==> src/rtl/hit_width_monit.sv <==
// Per-channel hit counter and pulse-width monitor with stuck-high detection.
// One hwm_chan instance per channel; the top adds the snapshot port and error summary.

module hwm_chan #(
    parameter int CNT_W  = 16,
    parameter int WCNT_W = 5,
    parameter int ERR_W  = 8
) (
    input  logic              clk,
    input  logic              rst,
    input  logic              live,
    input  logic              hit,
    input  logic              clr,
    input  logic [WCNT_W-1:0] win_min,
    input  logic [WCNT_W-1:0] win_max,
    output logic [CNT_W-1:0]  cnt,
    output logic [ERR_W-1:0]  err,
    output logic [WCNT_W-1:0] last_w,
    output logic              stuck,
    output logic              err_nz
);

    typedef enum logic [1:0] {IDLE, CNT, STUCK} state_t;

    // Width one below saturation: the increment that reaches all-ones means stuck.
    localparam logic [WCNT_W-1:0] W_PRE = {{(WCNT_W-1){1'b1}}, 1'b0};

    state_t            state, state_nxt;
    logic              hit_q;
    logic              rise;
    logic [WCNT_W-1:0] width;
    logic              err_pend;
    logic              err_evt, w_load, w_inc, w_latch, stuck_set;

    // live stays low for the first clock after reset so a line already high is not an edge
    assign rise   = live & hit & ~hit_q;
    assign err_nz = |err;

    always_ff @(posedge clk or posedge rst) begin
        if (rst)      state <= IDLE;
        else if (clr) state <= IDLE;
        else          state <= state_nxt;
    end

    always_comb begin
        state_nxt = state;
        err_evt   = 1'b0;
        w_load    = 1'b0;
        w_inc     = 1'b0;
        w_latch   = 1'b0;
        stuck_set = 1'b0;
        case (state)
            IDLE: begin
                if (rise) begin
                    state_nxt = CNT;
                    w_load    = 1'b1;
                end
            end
            CNT: begin
                if (hit) begin
                    w_inc = 1'b1;
                    if (width == W_PRE) begin
                        state_nxt = STUCK;
                        stuck_set = 1'b1;
                        err_evt   = 1'b1;
                    end
                end else begin
                    // An inverted window (min > max) makes every width fail one of the two tests.
                    w_latch   = 1'b1;
                    err_evt   = (width < win_min) || (width > win_max);
                    state_nxt = IDLE;
                end
            end
            STUCK: begin
                if (!hit) state_nxt = IDLE;
            end
            default: state_nxt = IDLE;
        endcase
    end

    always_ff @(posedge clk or posedge rst) begin
        if (rst) begin
            hit_q    <= 1'b0;
            cnt      <= '0;
            err      <= '0;
            last_w   <= '0;
            stuck    <= 1'b0;
            width    <= '0;
            err_pend <= 1'b0;
        end else begin
            hit_q <= hit;
            if (clr) begin
                cnt      <= '0;
                err      <= '0;
                last_w   <= '0;
                stuck    <= 1'b0;
                width    <= '0;
                err_pend <= 1'b0;
            end else begin
                if (rise)      cnt    <= cnt + CNT_W'(1);
                if (w_load)    width  <= WCNT_W'(1);
                else if (w_inc) width <= width + WCNT_W'(1);
                if (w_latch)   last_w <= width;
                if (stuck_set) stuck  <= 1'b1;
                err_pend <= err_evt;
                if (err_pend && (err != '1)) err <= err + ERR_W'(1);
            end
        end
    end

endmodule

module hit_width_monit #(
    parameter int N_CH   = 13,
    parameter int CNT_W  = 16,
    parameter int WCNT_W = 5,
    parameter int ERR_W  = 8
) (
    input  logic              clk_in,
    input  logic              rst_in,
    input  logic [N_CH-1:0]   hit_syn_in,
    input  logic [WCNT_W-1:0] win_min_in,
    input  logic [WCNT_W-1:0] win_max_in,
    input  logic              clr_in,
    input  logic              snap_in,
    input  logic [3:0]        ch_sel_in,
    output logic [CNT_W-1:0]  snap_cnt_out,
    output logic [ERR_W-1:0]  snap_err_out,
    output logic [WCNT_W-1:0] snap_width_out,
    output logic              snap_valid_out,
    output logic [N_CH-1:0]   stuck_out,
    output logic              err_any_out
);

    logic                           live;
    logic [N_CH-1:0][CNT_W-1:0]     cnt;
    logic [N_CH-1:0][ERR_W-1:0]     err;
    logic [N_CH-1:0][WCNT_W-1:0]    last_w;
    logic [N_CH-1:0]                err_nz;
    logic                           sel_ok;
    logic [CNT_W-1:0]               sel_cnt;
    logic [ERR_W-1:0]               sel_err;
    logic [WCNT_W-1:0]              sel_w;

    always_ff @(posedge clk_in or posedge rst_in) begin
        if (rst_in) live <= 1'b0;
        else        live <= 1'b1;
    end

    for (genvar g = 0; g < N_CH; g++) begin : g_ch
        hwm_chan #(
            .CNT_W  (CNT_W),
            .WCNT_W (WCNT_W),
            .ERR_W  (ERR_W)
        ) u_ch (
            .clk     (clk_in),
            .rst     (rst_in),
            .live    (live),
            .hit     (hit_syn_in[g]),
            .clr     (clr_in),
            .win_min (win_min_in),
            .win_max (win_max_in),
            .cnt     (cnt[g]),
            .err     (err[g]),
            .last_w  (last_w[g]),
            .stuck   (stuck_out[g]),
            .err_nz  (err_nz[g])
        );
    end

    assign sel_ok = (5'(ch_sel_in) < 5'(N_CH));

    always_comb begin
        sel_cnt = '0;
        sel_err = '0;
        sel_w   = '0;
        for (int i = 0; i < N_CH; i++) begin
            if (ch_sel_in == 4'(i)) begin
                sel_cnt = cnt[i];
                sel_err = err[i];
                sel_w   = last_w[i];
            end
        end
    end

    // Samples pre-edge values, so a snapshot alongside clr_in sees the data being cleared.
    always_ff @(posedge clk_in or posedge rst_in) begin
        if (rst_in) begin
            snap_cnt_out   <= '0;
            snap_err_out   <= '0;
            snap_width_out <= '0;
            snap_valid_out <= 1'b0;
            err_any_out    <= 1'b0;
        end else begin
            snap_valid_out <= 1'b0;
            if (snap_in && sel_ok) begin
                snap_cnt_out   <= sel_cnt;
                snap_err_out   <= sel_err;
                snap_width_out <= sel_w;
                snap_valid_out <= 1'b1;
            end
            err_any_out <= |err_nz;
        end
    end

endmodule

==> config.mk <==
export PLATFORM = sky130hd
export DESIGN_NAME = hit_width_monit
export DESIGN_NICKNAME = d
export VERILOG_FILES = /design/src/rtl/hit_width_monit.sv
export SDC_FILE = /design/constraint.sdc
export NUM_CORES = 2
export LEC_CHECK = 0
export CORE_AREA = 2 2 262 315
export CTS_BUF_LIST = sky130_fd_sc_hd__clkbuf_16
export CTS_CLUSTER_SIZE = 16
export DETAILED_ROUTE_END_ITERATION = 8
export DIE_AREA = 0 0 264 317
export GPL_TIMING_DRIVEN = 1
export PLACE_DENSITY_LB_ADDON = 0.05
export SKIP_CTS_REPAIR_TIMING = 1
export SLEW_MARGIN = 20
export SYNTH_ARGS = -nofsm -noshare
export SYNTH_HDL_FRONTEND = slang
export SYNTH_SLANG_ARGS = --single-unit
==> constraint.sdc <==
create_clock -name clk_in -period 58.2 [get_ports clk_in]
set_clock_uncertainty 0.15 [all_clocks]
set_input_delay 17.46 -clock clk_in [delete_from_list [all_inputs] [get_ports clk_in]]
set_output_delay 17.46 -clock clk_in [all_outputs]
set_load 0.005 [all_outputs]
==> results.md <==
- Worst EP required: 58.54 ns
- Routed WL per cell: 23.5 um
- Most common flop cell mapped by yosys: dfrtp_1
- Yosys cell types: 96
- Critical path depth: 7
- Critical path arrival: 20.56 ns
- Remaining Overflow, GRT: 0
- Hold Fails Final Rpt: 0
- Clock root cell: clkbuf_16
- Post-DRT Antenna Nets: 0
- FILL cells: 7806
- Hold Slack: 0.353 ns
- Io pins: 75
- Nets: 3604
- Fmax: 0.0495 GHz
- P per Cell Area: 24.1 mW/mm^2
- Total CTS buffers: 67
- Slowest stage cell, crit path: buf_4
- Routed via count: 26.0k
- Row Count: 114
- CTS tree: built
- Clock Sinks: 539
- Max-cap viol count: 0
- Outcome: completed
- Core Region: 0.0804 mm^2
- RSZ-0062 raised after global routing: false
- Min Tclk post-route: 20.22 ns
- Seq/Total Area, Yosys: 42.1%
- Clock slew at reported path FFs: 0.06 ns
- WHS Path Cells: 1
- Synth Warn #: 0
- Final wirelength: 105000 um
- Starting Density: 39.8%
- Class of the tightest hold or removal check: register to register
- Vias/cell: 5.81
- Final Cycle Share: 34.7%
- Vias in the first global route: 25.7k
- Max Slew Vio Count: 0
- Synthesized cell area: 0.0320 mm^2
- Startpoint types: input pin
- Largest net degree at the start of global routing: 162
- Leakage power: 0.0152 uW
- Clock latency on the worst-skew pair: 0.61 ns
- Depth of the CTS H-tree: 3
- Die Height: 317 um
- Initial antenna violation count: 3
- Crit Path Class: input pin to register
- Cell count after synthesis: 3398
- CP max stage delay: 0.90 ns
- Area of the multi-input gates: 0.0172 mm^2
- Critical Path Fanout Max: 84
- R2R setup slack: 55.32 ns
- Post-synth EDFFs: 0
- Cells along the critical path: buf_4 > buf_4 > nor2b_1 > o21ai_1 > nand3_1 > a222oi_1 > o21ai_1
- Placement Cell Area: 0.0334 mm^2
- Storage cell area: 0.0135 mm^2
- First DRT Iteration DRCs: 2012
- Worst path bufs/invs: 2
- Design area: 0.0354 mm^2
- HPWL Detailed: 75200 um
- ANT cells: 0
- GRT Util Overall: 25.2%
- Pre-antenna DRT Iters: 7
- Peak supply drop: 19.8 uV
- Synth Register Bits: 539
- Die ar.: 0.0837 mm^2
- Layout cells sized above 1: 6.43%
- Worst Setup End Kind: register
- Syn Area/Cell: 9.42 um^2
- Fin Setup TNS: 0 ns
- Setup violations, final: 0
- Worst reg-to-reg path cell count: 5
- GPL Wtd Cong: 0.936
- Syn_nets: 3611
- Overall power: 853 uW
- Die X: 264 um
- Async set-reset flop share out of synthesis: 100%
- Drt drc: 0
- Commonest non-fill, non-tap cell in the layout: dfrtp_1
- Global-route wire length before repair: 161000 um
- Commonest non-fill, non-tap cells in the layout: 538 x dfrtp_1, 498 x nor2_1, 232 x nand2_1, 182 x ha_1, 154 x xor2_1
- Synthesis-to-finish area growth: 10.7%
- Least-Margin Pin Slew: 1.12 ns
- # port buffers: 74
- Crit-path leading delay family: buffers and inverters
- Relative max-transition margin: 25.6%
- Deepest clock path buffer count: 3
## sequential cells by signal (all words and copies together), names as in the netlist, 8 cells and up
name                count
g_ch.u_ch.stuck        13
g_ch.u_ch.hit_q        13
snap_cnt_out           16
g_ch.u_ch.err_pend     13
g_ch.u_ch.cnt         208
g_ch.u_ch.err         104
g_ch.u_ch.state        26
g_ch.u_ch.width        65
snap_err_out            8
g_ch.u_ch.last_w       65
## path summary, 6_finish.rpt
kind | startpoint | endpoint
min in group asynchronous | rst_in | g_ch[8].u_ch.cnt[13]
hold / removal | g_ch[3].u_ch.stuck | g_ch[3].u_ch.stuck
setup / recovery | ch_sel_in[0] | snap_err_out[7]
max in group asynchronous | rst_in | g_ch[2].u_ch.err[5]
setup reg to reg | live | g_ch[12].u_ch.cnt[14]
hold reg to reg | g_ch[3].u_ch.stuck | g_ch[3].u_ch.stuck
## cell usage after synthesis (36+ instances only)
library cell,number,share of area (%)
a31oi_1,36,0.70
a21oi_1,146,2.3
nor2b_1,52,1.0
or3_1,50,0.98
nand4_1,101,2.0
o21ai_0,137,2.1
xnor2_1,128,3.5
buf_2,45,0.70
o22ai_1,44,0.86
and3_1,54,1.1
dfrtp_1,539,42
mux2i_1,88,2.8
xor2_1,154,4.2
nand2_1,232,2.7
inv_1,107,1.3
nand3_1,124,1.9
ha_1,182,7.1
nor3_1,76,1.2
clkbuf_1,83,0.97
nor2_1,498,5.8
## metrics by stage
step           std cells  setup WS (ns)  utilization [%]
2_1_floorplan       3398          25.52                -
3_3_place_gp        4365          37.52             41.5
3_5_place_dp        4365          37.48             41.5
4_1_cts             4482          38.10             44.0
5_1_grt             4483          37.88             44.0
6_report            4483          37.98             44.0
## layer usage
layer | global-route usage (%) | up-vias | wire length (um)
met5 | 0 | - | 12
met4 | 10.1 | 2 | 4180
met3 | 3.99 | 183 | 5860
met2 | 41.0 | 746 | 49200
met1 | 33.7 | 13016 | 46100
li1 | - | 12094 | -
## cell families (layout without fill, tap and decap cells)
group                      count (synthesis)  count (layout)  synth area share (%)
and+or+nand+nor                         1349            1349                  21.2
AOI/OAI and AO/OA                        621             621                  12.5
DFF                                      539             539                  42.1
buffers and inverters                    287             328                  4.16
xor gates and xnor gates                 282             282                  7.71
adders and majority gates                182             182                  7.11
muxes                                    137             137                  5.18
other                                      1               1                0.0117
## report_power, final
part	switching, uW	internal [uW]
Clock	167	227
Sequential	8.49	380
Combinational	46.8	23.6
Total	222	631
## area by class of cell
| cell class | instances | area share [%] |
|---|---|---|
| Inverter | 110 | 1.19 |
| Clock inverter | 46 | 0.685 |
| Multi-Input combinational cell | 2572 | 48.6 |
| Sequential cell | 539 | 38.1 |
| Tap cell | 1044 | 3.69 |
| Timing Repair Buffer | 101 | 2.80 |
| Clock buffer | 71 | 5.01 |
No activity file was read; power rests on OpenSTA's default activity.
